`src/rtl/l1_victim_buffer.sv`:
```
// Write-back victim buffer between the L1 arbiter and L2. Absorbs dirty-line
// evictions, serves read hits directly, and drains lines to L2 in FIFO order.
//
// state   | meaning
// --------+------------------------------------------------------------
// IDLE    | sample arbiter requests, start a drain when nothing is pending
// READ_L2 | read miss forwarded to L2, waiting for l2_mem_resp
// DRAIN   | head entry being written to L2, never aborted
// RESP    | one-cycle l1_resp pulse back to the arbiter
module l1_victim_buffer #(
  parameter int DEPTH = 4
) (
  input  logic         clk,
  input  logic         rst_n,
  input  logic [15:0]  l1_address,
  input  logic [127:0] l1_wdata,
  input  logic         l1_read,
  input  logic         l1_write,
  output logic         l1_resp,
  output logic [127:0] l1_rdata,
  output logic [15:0]  l2_address,
  output logic [127:0] l2_wdata,
  output logic         l2_read,
  output logic         l2_write,
  input  logic [127:0] l2_rdata,
  input  logic         l2_mem_resp,
  output logic         buf_empty,
  output logic         buf_full
);

  localparam int PW = $clog2(DEPTH);

  typedef enum logic [1:0] {IDLE, READ_L2, DRAIN, RESP} state_t;

  state_t         state;
  logic [DEPTH-1:0] valid;
  logic [11:0]    tags  [DEPTH];
  logic [127:0]   lines [DEPTH];
  logic [PW-1:0]  head;
  logic [PW-1:0]  tail;
  logic [PW:0]    count;

  logic [11:0]    req_tag;
  logic           hit;
  logic [PW-1:0]  hit_idx;
  logic           addr_unused;

  assign req_tag     = l1_address[15:4];
  assign addr_unused = ^l1_address[3:0];

  assign buf_empty = (count == '0);
  assign buf_full  = (count == (PW+1)'(DEPTH));

  // Tags are unique among valid entries, so at most one match is possible.
  always_comb begin
    hit     = 1'b0;
    hit_idx = '0;
    for (int i = 0; i < DEPTH; i++) begin
      if (valid[i] && (tags[i] == req_tag)) begin
        hit     = 1'b1;
        hit_idx = PW'(i);
      end
    end
  end

  always_ff @(posedge clk or negedge rst_n) begin
    if (!rst_n) begin
      state      <= IDLE;
      valid      <= '0;
      head       <= '0;
      tail       <= '0;
      count      <= '0;
      l1_resp    <= 1'b0;
      l1_rdata   <= '0;
      l2_address <= '0;
      l2_wdata   <= '0;
      l2_read    <= 1'b0;
      l2_write   <= 1'b0;
      for (int i = 0; i < DEPTH; i++) begin
        tags[i]  <= '0;
        lines[i] <= '0;
      end
    end else begin
      case (state)
        IDLE: begin
          if (l1_read && hit) begin
            l1_rdata <= lines[hit_idx];
            l1_resp  <= 1'b1;
            state    <= RESP;
          end else if (l1_read) begin
            l2_read    <= 1'b1;
            l2_address <= {req_tag, 4'h0};
            state      <= READ_L2;
          end else if (l1_write && hit) begin
            lines[hit_idx] <= l1_wdata;
            l1_resp        <= 1'b1;
            state          <= RESP;
          end else if (l1_write && !buf_full) begin
            valid[tail] <= 1'b1;
            tags[tail]  <= req_tag;
            lines[tail] <= l1_wdata;
            tail        <= tail + 1'b1;
            count       <= count + 1'b1;
            l1_resp     <= 1'b1;
            state       <= RESP;
          end else if (l1_write || !buf_empty) begin
            // A write blocked on a full buffer is retried once this drain completes.
            l2_write   <= 1'b1;
            l2_address <= {tags[head], 4'h0};
            l2_wdata   <= lines[head];
            state      <= DRAIN;
          end
        end
        READ_L2: begin
          if (l2_mem_resp) begin
            l1_rdata <= l2_rdata;
            l2_read  <= 1'b0;
            l1_resp  <= 1'b1;
            state    <= RESP;
          end
        end
        DRAIN: begin
          if (l2_mem_resp) begin
            valid[head] <= 1'b0;
            head        <= head + 1'b1;
            count       <= count - 1'b1;
            l2_write    <= 1'b0;
            state       <= IDLE;
          end
        end
        RESP: begin
          l1_resp <= 1'b0;
          state   <= IDLE;
        end
        default: state <= IDLE;
      endcase
    end
  end

endmodule

```
`config.mk`:
```
export PLATFORM = sky130hd
export DESIGN_NAME = l1_victim_buffer
export DESIGN_NICKNAME = d
export VERILOG_FILES = /design/src/rtl/l1_victim_buffer.sv
export SDC_FILE = /design/constraint.sdc
export NUM_CORES = 1
export LEC_CHECK = 0
export BUFFER_PORTS_ARGS = -buffer_cell sky130_fd_sc_hd__buf_4
export CORE_MARGIN = 1.5
export CORE_UTILIZATION = 31
export DETAILED_ROUTE_END_ITERATION = 10
export GPL_TIMING_DRIVEN = 0
export PLACE_DENSITY = 0.56
export SYNTH_ARGS = -nofsm -noshare
export SYNTH_HDL_FRONTEND = slang
export SYNTH_SLANG_ARGS = --single-unit
```
`constraint.sdc`:
```
create_clock -name clk -period 6.5 [get_ports clk]
set_input_delay 1.625 -clock clk [delete_from_list [all_inputs] [get_ports clk]]
set_output_delay 1.625 -clock clk [all_outputs]
set_load 0.02 [all_outputs]
```
==> summary.txt <==
Setup path
  • Critical path required time: 7090 ps
  • Worst Setup Start Kind: input pin
  • CP Capture Type: flip-flop
  • Critical Path Fanout Max: 10
  • CP arrival: 5040 ps
  • Critical path class: input pin to flip-flop

Route
  • DRT iter0 DRCs: 1781
  • Vias/cell: 5.250
  • Drt wl/cell: 25.80 µm
  • # DRC: 0
  • TritonRoute pass-1 iters: 5
  • Post-route ant nets: 0
  • Drt total wl: 142100 µm
  • Via count: 28.90k

Floorplan
  • Die footprint: 133300 µm²
  • Core Region: 129800 µm²
  • I/O pin cnt: 554
  • Num rows: 132
  • Starting Density: 0.3131
  • Die extent in x: 365.1 µm
  • Die Span Y: 365.1 µm

Finish
  • Layout cell share with drive strength beyond 1: 0.4456
  • Nets: 3964
  • # fillers: 12.53k
  • Design area: 50470 µm²
  • Area grow syn2layout: 24.18%

Logic synthesis
  • Netlist Area Pre-Place: 40650 µm²
  • Distinct cells, synth: 46
  • Synthesized area per cell: 13.40 µm²
  • Top cells by area, synth: dfrtp_1, mux2_2, mux4_2
  • Async SR Flop Fraction: 1.000
  • Top cell type's share of synthesized area: 0.5196
  • Gate Count Post-Synth: 3033
  • Top FF cell, synth: dfrtp_1
  • Register area share after synthesis: 0.5196
  • Ys Warns: 0
  • Commonest cells post-synth: dfrtp_1, mux2_2, nor2_1, mux4_2, nand3_1
  • Largest area contributor in the netlist: dfrtp_1
  • Most common cell in the netlist: dfrtp_1
  • Flops & latches, synth: 844
  • EDFF count, synth: 0

Clock network
  • CTS tree: built
  • Clock buffer depth: 3
  • TritonCTS Sinks: 844
  • CTS buffer count: 97
  • H-tree levels: 3
  • Root buf cell: clkbuf_16
  • Setup bufs post-CTS: 0
  • Clock transition at the registers of the reported paths: 60 ps
  • Post-cts resize count: 0
  • Worst-Skew Late Latency: 730 ps
  • Hold buffer count at cts: 0

Pwr
  • Power per cell area: 489.5 nW/µm²
  • Overall Power: 24.71 mW
  • P_leak: 22.50 nW
  • Worst vdd ir: 0.2256 mV

Place
  • Cell Area, Placed: 47120 µm²
  • HPWL after detailed placement: 99410 µm
  • # port buffers: 533
  • Gpl congestion: 0.8067

STA
  • Max_slew headroom: 0.1762
  • Setup_tns: 0 ps
  • RSZ-0062 raised after global routing: false
  • Final hold vios: 0
  • Clock period minus final worst setup slack: 4459 ps
  • Clk_skew: 39.77 ps
  • Slew @ Worst Pin: 1236 ps
  • Setup violators final: 0
  • Final period utilization: 0.6861
  • Max Fclk: 224.2 MHz
  • Fin. max-slew vios: 0

Global route
  • Initial antenna violation count: 24
  • Vias in the first global route: 29.06k
  • GRT overflow: 0
  • Largest net degree at the start of global routing: 119
  • Tot GR Track Use: 0.2085
  • First-pass GRT wire length: 203500 µm

Flow run
  • MaxCap Viol Count: 0

Hold path
  • Hold Path Class: flip-flop to flip-flop

Outcome
  • Status: finished, final reports clean
## where the power goes
part	total, mW	internal [mW]	switching, mW	leakage, nW
clock network	5.80	3.43	2.37	1.65
logic	9.84	4.87	4.97	9.92
registers	9.06	7.46	1.61	10.9
total	24.7	15.8	8.94	22.5
## worst paths after layout
check | slack, ps | from | to | cells after the start
min in group asynchronous | 850 | rst_n | tags[20] | 1
max in group asynchronous | 3470 | rst_n | lines[30] | 4
setup reg to reg | 2700 | tags[33] | lines[68] | 9
setup / recovery | 2040 | l1_address[13] | lines[68] | 10
hold / removal | 490 | valid[0] | valid[0] | 1
hold reg to reg | 490 | valid[0] | valid[0] | 1
## logic make-up after synthesis
kind of cell    share of synthesized area
buf+inv                           0.03343
simple gates                      0.04941
other cells                    0.00009226
xor+xnor                          0.01142
fa+ha+maj                        0.002955
mux                                0.3077
flops                              0.5196
compound gates                    0.07539
## sequential cells by signal, summed over array words and instances (netlist names), 2 cells and up
signal,count
lines,512
state,2
l1_rdata,128
l2_address,12
count,3
valid,4
tail,2
l2_wdata,128
tags,48
head,2
## critical path: stages
cell	delay [ps]
buf_4	150
xnor2_1	190
nand3_1	170
nor4_2	560
buf_2	430
nor4_1	120
o21ai_1	330
buf_2	630
buf_2	420
mux2_2	380
## layout make-up
type | instances | area [µm²] | area share
well taps | 1742 | 2180 | 0.04318
repair buffers | 543 | 4269 | 0.08458
clock buffers | 140 | 2831 | 0.05610
multi-input cells | 1911 | 18180 | 0.3602
flip-flops and latches | 844 | 21120 | 0.4184
clock inverters | 40 | 516.7 | 0.01024
inverters | 12 | 45.04 | 0.0008924
diodes | 4 | 10.01 | 0.0001983
plain buffers | 269 | 1324 | 0.02623
## routing by layer
layer / GRT usage / vias to the layer above / wire (µm)
li1: - / 12650 / -
met1: 0.2846 / 15190 / 62160
met2: 0.3252 / 825 / 66100
met3: 0.05356 / 213 / 9959
met4: 0.06102 / 22 / 3693
met5: 0 / - / 142
## cell usage in the layout, fill, tap and decap left out, types with 18 or more instances in the layout
master	count
dfrtp_1	844
mux2_2	669
buf_4	579
nor2_1	263
mux4_2	140
nand3_1	134
a21oi_1	133
mux2i_1	129
o211ai_1	129
a32o_1	128
clkbuf_1	125
clkbuf_16	99
buf_2	90
xnor2_1	52
mux2_1	35
clkbuf_8	20
buf_1	18
nand2_1	18
## through the flow
stage                     hold slack (ps)    util  cells  setup WS [ps]
after floorplan                     444.0       -   3036           2767
after global placement              461.6  0.3608   5311          -6864
after detailed placement            465.5  0.3630   5321           1368
after CTS                           483.7  0.3887   5501           2135
after global routing                494.3  0.3888   5502           1941
final                               488.3  0.3888   5505           2041
Note: power is estimated with default switching activity, not from simulation.
